File: src/rtl/dp_trace_pkg.sv
// Shared definitions for the datapath trace buffer.
// DP_TRACE_TIMESTAMP_EN adds a TS_W-bit cycle stamp to every stored entry.
package dp_trace_pkg;

    localparam int unsigned TS_W = 32;

    typedef enum logic [1:0] {
        IDLE  = 2'd0,
        PRE   = 2'd1,
        POST  = 2'd2,
        DRAIN = 2'd3
    } trace_state_t;

    // Packed entry is {pc, rd1, rd2[, ts]}; the struct itself lives beside XLEN in the top.
    function automatic int unsigned entry_width(input int unsigned xlen);
        int unsigned w;
        w = 3 * xlen;
`ifdef DP_TRACE_TIMESTAMP_EN
        w = w + TS_W;
`endif
        return w;
    endfunction

endpackage

File: src/rtl/dp_trace_ram.sv
// Trace storage: DEPTH x WIDTH, synchronous write, registered read.
// The read register clears asynchronously so the drain port reads zero out of reset.
module dp_trace_ram #(
    parameter int unsigned WIDTH = 192,
    parameter int unsigned DEPTH = 16
) (
    input  logic                     clock,
    input  logic                     reset,
    input  logic                     we,
    input  logic [$clog2(DEPTH)-1:0] waddr,
    input  logic [WIDTH-1:0]         wdata,
    input  logic                     re,
    input  logic [$clog2(DEPTH)-1:0] raddr,
    output logic [WIDTH-1:0]         rdata
);

    logic [WIDTH-1:0] mem [DEPTH];

    always_ff @(posedge clock) begin
        if (we) begin
            mem[waddr] <= wdata;
        end
    end

    always_ff @(posedge clock or posedge reset) begin
        if (reset) begin
            rdata <= '0;
        end else if (re) begin
            rdata <= mem[raddr];
        end
    end

endmodule

File: src/rtl/dp_trace_buffer.sv
// Circular {PC, rd1, rd2} trace with PC trigger, post-trigger capture and valid/ready drain.
// Define DP_TRACE_TIMESTAMP_EN to store a free-running cycle stamp per entry and add rd_ts.
module dp_trace_buffer
    import dp_trace_pkg::*;
#(
    parameter int unsigned XLEN      = 64,
    parameter int unsigned DEPTH     = 16,
    parameter int unsigned POST_TRIG = 8
) (
    input  logic                   clock,
    input  logic                   reset,
    input  logic                   arm,
    input  logic                   abort,
    input  logic [XLEN-1:0]        trig_pc,
    input  logic                   cap_valid,
    input  logic [XLEN-1:0]        cap_pc,
    input  logic [XLEN-1:0]        cap_rd1,
    input  logic [XLEN-1:0]        cap_rd2,
    output logic                   rd_valid,
    input  logic                   rd_ready,
    output logic [XLEN-1:0]        rd_pc,
    output logic [XLEN-1:0]        rd_rd1,
    output logic [XLEN-1:0]        rd_rd2,
`ifdef DP_TRACE_TIMESTAMP_EN
    output logic [TS_W-1:0]        rd_ts,
`endif
    output logic                   busy,
    output logic                   triggered,
    output logic [$clog2(DEPTH):0] count
);

    localparam int unsigned AW = $clog2(DEPTH);
    localparam int unsigned CW = AW + 1;
    localparam int unsigned EW = entry_width(XLEN);

    localparam logic [CW-1:0] CNT_FULL  = CW'(DEPTH);
    localparam logic [CW-1:0] CNT_ONE   = CW'(1);
    localparam logic [AW-1:0] PTR_ONE   = AW'(1);
    localparam logic [AW-1:0] POST_INIT = AW'(POST_TRIG);

    typedef struct packed {
        logic [XLEN-1:0] pc;
        logic [XLEN-1:0] rd1;
        logic [XLEN-1:0] rd2;
`ifdef DP_TRACE_TIMESTAMP_EN
        logic [TS_W-1:0] ts;
`endif
    } entry_t;

    trace_state_t  state;
    trace_state_t  state_next;
    logic [AW-1:0] wr_ptr;
    logic [AW-1:0] post_cnt;
    logic [AW-1:0] oldest;
    logic [AW-1:0] rd_addr;
    logic          capture;
    logic          trig_hit;
    logic          pop;
    logic          last_pop;
    logic          load_rd;
    logic          ram_we;
    logic          ram_re;
    entry_t        wr_entry;
    entry_t        rd_entry;

`ifdef DP_TRACE_TIMESTAMP_EN
    logic [TS_W-1:0] ts_cnt;

    always_ff @(posedge clock or posedge reset) begin
        if (reset) begin
            ts_cnt <= '0;
        end else begin
            ts_cnt <= ts_cnt + TS_W'(1);
        end
    end
`endif

    always_comb begin
        capture  = cap_valid && ((state == PRE) || (state == POST));
        trig_hit = cap_valid && (state == PRE) && (cap_pc == trig_pc);
        pop      = (state == DRAIN) && rd_valid && rd_ready;
        last_pop = pop && (count == CNT_ONE);
        load_rd  = (state == DRAIN) && (!rd_valid || rd_ready);
        oldest   = wr_ptr - count[AW-1:0];
        // On a pop the read register must already fetch the entry after the one leaving.
        rd_addr  = pop ? (oldest + PTR_ONE) : oldest;
        ram_we   = capture && !abort;
        ram_re   = load_rd && !abort;
    end

    always_comb begin
        wr_entry     = '0;
        wr_entry.pc  = cap_pc;
        wr_entry.rd1 = cap_rd1;
        wr_entry.rd2 = cap_rd2;
`ifdef DP_TRACE_TIMESTAMP_EN
        wr_entry.ts  = ts_cnt;
`endif
    end

    always_comb begin
        state_next = state;
        case (state)
            IDLE: begin
                if (arm) begin
                    state_next = PRE;
                end
            end
            PRE: begin
                if (trig_hit) begin
                    state_next = (POST_TRIG == 0) ? DRAIN : POST;
                end
            end
            POST: begin
                if (cap_valid && (post_cnt == PTR_ONE)) begin
                    state_next = DRAIN;
                end
            end
            DRAIN: begin
                if ((count == '0) || last_pop) begin
                    state_next = IDLE;
                end
            end
            default: state_next = IDLE;
        endcase
        if (abort) begin
            state_next = IDLE;
        end
    end

    always_ff @(posedge clock or posedge reset) begin
        if (reset) begin
            state     <= IDLE;
            wr_ptr    <= '0;
            count     <= '0;
            post_cnt  <= '0;
            triggered <= 1'b0;
            rd_valid  <= 1'b0;
        end else begin
            state <= state_next;
            if (abort) begin
                wr_ptr    <= '0;
                count     <= '0;
                post_cnt  <= '0;
                triggered <= 1'b0;
                rd_valid  <= 1'b0;
            end else begin
                case (state)
                    IDLE: begin
                        if (arm) begin
                            wr_ptr <= '0;
                            count  <= '0;
                        end
                    end
                    PRE, POST: begin
                        if (capture) begin
                            wr_ptr <= wr_ptr + PTR_ONE;
                            if (count != CNT_FULL) begin
                                count <= count + CNT_ONE;
                            end
                            if (trig_hit) begin
                                triggered <= 1'b1;
                                post_cnt  <= POST_INIT;
                            end else if (state == POST) begin
                                post_cnt <= post_cnt - PTR_ONE;
                            end
                        end
                    end
                    DRAIN: begin
                        if (pop) begin
                            count <= count - CNT_ONE;
                        end
                        if (load_rd) begin
                            rd_valid <= pop ? (count != CNT_ONE) : (count != '0);
                        end
                        if (state_next == IDLE) begin
                            triggered <= 1'b0;
                        end
                    end
                    default: ;
                endcase
            end
        end
    end

    dp_trace_ram #(
        .WIDTH(EW),
        .DEPTH(DEPTH)
    ) u_ram (
        .clock(clock),
        .reset(reset),
        .we   (ram_we),
        .waddr(wr_ptr),
        .wdata(wr_entry),
        .re   (ram_re),
        .raddr(rd_addr),
        .rdata(rd_entry)
    );

    assign busy   = (state != IDLE);
    assign rd_pc  = rd_entry.pc;
    assign rd_rd1 = rd_entry.rd1;
    assign rd_rd2 = rd_entry.rd2;
`ifdef DP_TRACE_TIMESTAMP_EN
    assign rd_ts  = rd_entry.ts;
`endif

endmodule

File: config.mk
export PLATFORM = sky130hd
export DESIGN_NAME = dp_trace_buffer
export DESIGN_NICKNAME = d
export VERILOG_FILES = /design/src/rtl/dp_trace_pkg.sv /design/src/rtl/dp_trace_ram.sv /design/src/rtl/dp_trace_buffer.sv
export SDC_FILE = /design/constraint.sdc
export NUM_CORES = 2
export LEC_CHECK = 0
export ABC_AREA = 0
export CAP_MARGIN = 30
export CORE_MARGIN = 2
export CORE_UTILIZATION = 24
export DETAILED_ROUTE_END_ITERATION = 16
export PLACE_DENSITY = 0.45
export SETUP_SLACK_MARGIN = 0.05
export SYNTH_ARGS = -nofsm -noshare
export SYNTH_HDL_FRONTEND = slang
export SYNTH_HIERARCHICAL = 1
export SYNTH_SLANG_ARGS = --single-unit
File: constraint.sdc
create_clock -name clock -period 16.5 [get_ports clock]
set_clock_uncertainty 0.05 [all_clocks]
set_input_delay 1.65 -clock clock [delete_from_list [all_inputs] [get_ports clock]]
set_output_delay 1.65 -clock clock [all_outputs]
set_load 0.01 [all_outputs]
=== Yosys cells after proc, flatten, opt, wreduce, memory -nomap -nowiden ===
Memory sizes are Yosys's and may differ from the RTL's. A register that Yosys moved wholly into a read port is not among the register bits.
Index checks and enable logic that the tools add are counted.

* $add $sub $neg: 6
* Equal/unequal tests: 14
* Muxes and demuxes: 33
* Reduce and logical (&&, ||, !) cells: 33

{| class="wikitable"
|+ Operators by type and width
! kind !! count
|-
| 64-bit equality test || 1
|-
| 4-bit two-way mux || 9
|-
| 5-bit two-way mux || 5
|-
| 3-bit != test (second input constant) || 5
|-
| 5-bit one-hot mux with 3 select lines || 1
|-
| 1-bit logical AND || 10
|-
| 1-bit two-way mux || 10
|-
| 2-bit two-way mux || 5
|-
| 2-bit nonzero test || 5
|-
| 3-bit nonzero test || 3
|-
| 4-bit by 1-bit adder with 4-bit output (second input constant) || 2
|-
| 2-bit one-hot mux with 4 select lines || 1
|-
| 4-bit one-hot mux with 2 select lines || 1
|-
| 4-bit AND reduction || 2
|-
| 3-bit AND reduction || 2
|-
| 5-bit by 1-bit adder with 5-bit output (second input constant) || 1
|-
| 5-bit by 1-bit equality test with 1-bit output (second input constant) || 1
|-
| 5-bit zero test || 1
|-
| 5-bit by 1-bit != test with 1-bit output (second input constant) || 1
|-
| 5-bit != test (second input constant) || 1
|-
| 5-bit nonzero test || 1
|-
| 5-bit by 1-bit subtractor with 5-bit output (second input constant) || 1
|-
| 2-bit equality test (second input constant) || 2
|-
| 4-bit by 1-bit equality test with 1-bit output (second input constant) || 1
|-
| 10 further kinds || 14
|}

* Bits in registers: 17
* Bits in writable memories: 3072
* Input port bits: 262
* Output and inout bits: 200
* Logic and storage cells: 93
* Memories: 1

{| class="wikitable"
|+ Memories
! name !! words !! width !! rd ports !! clocked after memory_dff !! wr ports !! line !! source
|-
| u_ram.mem || 16 || 192 || 1 || 1 || 1 || dp_trace_ram.sv:17 || <nowiki>logic [WIDTH-1:0] mem [DEPTH];</nowiki>
|}

=== Logic depth before layout (Yosys ltp) ===
* Depth in word-level cells: 12
* Depth in mapped cells: 15
* Gate-level depth less buffers: 12

=== Hierarchy ===
The synthesis kept the hierarchy.

{| class="wikitable"
|+ Modules (own cells, without submodules)
! module !! times used !! cells an instance !! area an instance (µm²) !! sequential area each (µm²)
|-
| dp_trace_ram || 1 || 5643 || 122387.4 || 97053.1
|-
| dp_trace_buffer || 1 || 281 || 2225.9 || 425.4
|}

=== Worst setup path before layout ===
No wires, ideal clock.

* Path kind: input to register
* From: in abort
* To: mem u_ram.mem[0][0] (enable)
* Setup time: 979 ps
* Arrival time: 15485 ps
* Data required time: 15471 ps
* Setup slack: -14 ps
* Stages: 4
* Buffers on the path: 0
* Cells stage by stage: nor2b_1 and2_1 or3b_2 nor3_1

* Cells in the longest elaborated chain, start to end: 4

{| class="wikitable"
|+ Ends and longest elaborated chain
! what !! line !! source
|-
| start, declared || dp_trace_buffer.sv:13 || <nowiki>input logic abort,</nowiki>
|-
| 1-bit zero test || dp_trace_buffer.sv:87 || <nowiki>ram_we = capture && !abort;</nowiki>
|-
| 1-bit logical AND || dp_trace_buffer.sv:87 ||
|-
| via ram_we || dp_trace_buffer.sv:61 || <nowiki>logic ram_we;</nowiki>
|-
| 1-bit two-way mux || dp_trace_ram.sv:20 || <nowiki>if (we) begin</nowiki>
|-
| 1-bit two-way mux (implied by the code) || dp_trace_ram.sv:21 || <nowiki>mem[waddr] <= wdata;</nowiki>
|-
| end, declared || dp_trace_ram.sv:17 ||
|}

The timed path passes the listed nets, and every way through them passes these cells.

=== Worst setup path after layout ===
* From: in abort
* To: mem u_ram.mem[11][91] (enable)

The elaborated chain is that of the path after synthesis.

==> metrics.yaml <==
finish:
  drive_above_1_share_pct: 17.5
  fillCellCount: 50539
  final_cells: 13867
  regArea_sq_mm: 0.0975
  multi_input_area_sq_mm: 0.0254
  fin_nets: 6869
  area_growth_pct: 20.6
grt:
  grt_pass1_wl_mm: 536
  grt_max_degree: 127
  grt_usage_pct: 14.3
  grt_pass1_vias: 65732
  globalRouteOverflowTotal: 0
  grt_antenna_before_repair: 76
synthesis:
  synthMuxAreaShare_pct: 14.8
  ys_seq_area_share_pct: 78.2
  synth_top_flop_cell: "edfxtp_1"
  synth_warnings: 6
  synth_area_sq_mm: 0.125
  yosys.cell_types.count: 61
  syn_inst: 5924
  async_flop_share_pct: 6.37
  synth_xor_area_share_pct: 0.394
  yosys.area_share.simple_pct: 0.726
  syn_area_per_cell_sq_um: 21.0
  synthAdderAreaFrac_pct: 0.167
  ys_ff_latch: 3281
  synth-edff-count: 3072
  synth_nets: 6202
  synth_compound_area_share_pct: 4.02
  synth_top_family_by_area: "multiplexers"
placement:
  io_buffers: 461
  place_ws_ns: 9.24
  gp_routability_congestion: 0.730
  dp_cells: 13135
  dp_hpwl_mm: 211
clock_tree:
  cts_tree: "built"
  cts_buffers: 362
  postCtsSetupRepairBufs: 0
  cts_max_path_buffers: 4
  post_cts_resized: 0
  htree_levels: 5
  postCtsHoldBufs: 0
  clock_latency_ns: 0.98
  clock_sinks: 3281
  cts_root_buffer: "clkbuf_16"
  clk_pin_slew_ns: 0.06
sta:
  setup_ws_ns: 10.29
  min_period_over_period_pct: 37.7
  finalSetupTns_ns: 0
  max_slew_margin_pct: 24.5
  rsz0062_at_grt: "false"
  hold_viol_final: 0
  finalSetupViolations: 0
  maxSlewViolCount: 0
  fmaxAchievable_mhz: 161
  max_slew.worst_pin.slew_ns: 1.13
  finalCriticalPeriod_ns: 6.21
route:
  wirelength_mm: 389
  drc_errors: 0
  wire_per_inst_microns: 28.1
  postRouteAntennaNets: 0
  vias: 63182
  drt-pass1-iter-count: 6
  drt_iter0_drc: 5545
  via_per_inst: 4.56
setup_path:
  critPathMaxFanout: 39
  cp-start-kind: "input port"
  worst-setup-path-type: "in2reg"
  crit_arrival_ns: 6.73
  cp-end-kind: "flop"
  cp.required_ns: 17.02
pwr:
  worst_ir_drop_vdd_mv: 0.212
  p_leak_nw: 45.7
  finalPower_mw: 25.0
  power.density_mw_per_mm2: 166
floorplanning:
  io_pins: 462
  placeableCoreArea_sq_mm: 0.517
  die_y_microns: 725
  initial_utilization_pct: 24.1
  dieWidth_microns: 725
  die-area_sq_mm: 0.525
  rows: 264
flow_run:
  drv_cap: 0
min_path:
  min_path_type: "reg2reg"
outcome:
  outcome: "complete, no violations"
-- critical path: stages --
cell             delay [ns]
clkdlybuf4s50_1        0.80
nor2b_1                0.42
and2_1                 0.27
nand3b_1               0.32
nor2_4                 0.83
buf_4                  0.69
buf_4                  0.76
buf_4                  0.81
-- path summary, 6_finish.rpt --
kind | slack, ns | to | from | cells past startpoint
worst max-delay path | 10.29 | u_ram/mem[11][91] | abort | 8
worst min-delay path | 0.52 | u_ram/rdata[94] | u_ram/rdata[94] | 2
worst max register to register | 10.44 | u_ram/rdata[66] | state[0] | 10
worst min register to register | 0.52 | u_ram/rdata[94] | u_ram/rdata[94] | 2
max in group asynchronous | 12.84 | u_ram/rdata[103] | reset | 4
min in group asynchronous | 1.29 | u_ram/rdata[13] | reset | 2
-- stage by stage --
stage,util [%],hold WS [ns],instance area (sq um)
2_1_floorplan,-,0.485,125000
3_3_place_gp,26.6,0.501,138000
3_5_place_dp,26.7,0.499,138000
4_1_cts,29.0,0.519,150000
5_1_grt,29.1,0.554,150000
6_report,29.1,0.517,150000
-- registers in the layout, indices dropped and copies added (netlist names) --
| register | cells |
|---|---|
| count | 5 |
| u_ram/mem | 3072 |
| state | 2 |
| rd_valid | 1 |
| post_cnt | 4 |
| wr_ptr | 4 |
| u_ram/rdata | 192 |
| triggered | 1 |
-- synth_stat cells (all sizes together) (31+ instances only) --
| library cell | instances | share of area, % |
|---|---|---|
| mux2i | 805 | 6.5 |
| dfrtp | 209 | 4.2 |
| mux4 | 462 | 8.3 |
| clkbuf | 108 | 0.33 |
| a21oi | 160 | 0.64 |
| o32ai | 153 | 1.1 |
| o22ai | 334 | 1.7 |
| o21ai | 31 | 0.12 |
| nor2 | 75 | 0.23 |
| a221oi | 42 | 0.30 |
| edfxtp | 3072 | 74 |
| xor2 | 35 | 0.25 |
| buf | 234 | 1.2 |
-- power breakdown --
group          switching [mW]  total (mW)  internal (mW)
Clock                    3.39        8.08           4.69
Combinational            3.94        7.12           3.18
Sequential              0.360        9.81           9.45
-- cell families after synthesis --
kind of cell | Yosys count
compound gates | 749
xor+xnor | 56
fa+ha+maj | 16
buf+inv | 371
flops | 3281
mux | 1268
simple gates | 183
-- layer usage --
metal / wire (microns) / vias to the layer above / GRT usage (%)
met5: 181 / - / 0
met1: 167000 / 34593 / 19.0
met3: 23100 / 537 / 2.72
li1: - / 26209 / -
met4: 9740 / 28 / 3.58
met2: 189000 / 1815 / 24.2
-- cell type report --
type                    instances  area share (%)
diodes                         47          0.0783
well taps                    6916            5.76
clock buffers                 517            6.71
multi-input cells            2272            16.9
repair buffers                645            4.38
flip-flops and latches       3281            64.9
clock inverters               160            1.25
inverters                      29          0.0774
-- layout by cell type (no fill, tap or decap), drive strengths merged, types with 15 or more instances in the layout --
cell           Yosys  routed
a21oi            160     160
a221oi            42      42
buf              234     183
bufinv             0      26
clkbuf           108     518
clkdlybuf4s50      0     461
clkinv             0     120
dfrtp            209     209
diode              0      47
edfxtp          3072    3072
ha                15      15
inv               29      41
mux2i            805     805
mux4             462     462
nand2             22      22
nor2              75      75
o21ai             31      31
o22ai            334     334
o32ai            153     153
xnor2             21      21
xor2              35      35
(Power assumes the default switching activity.)
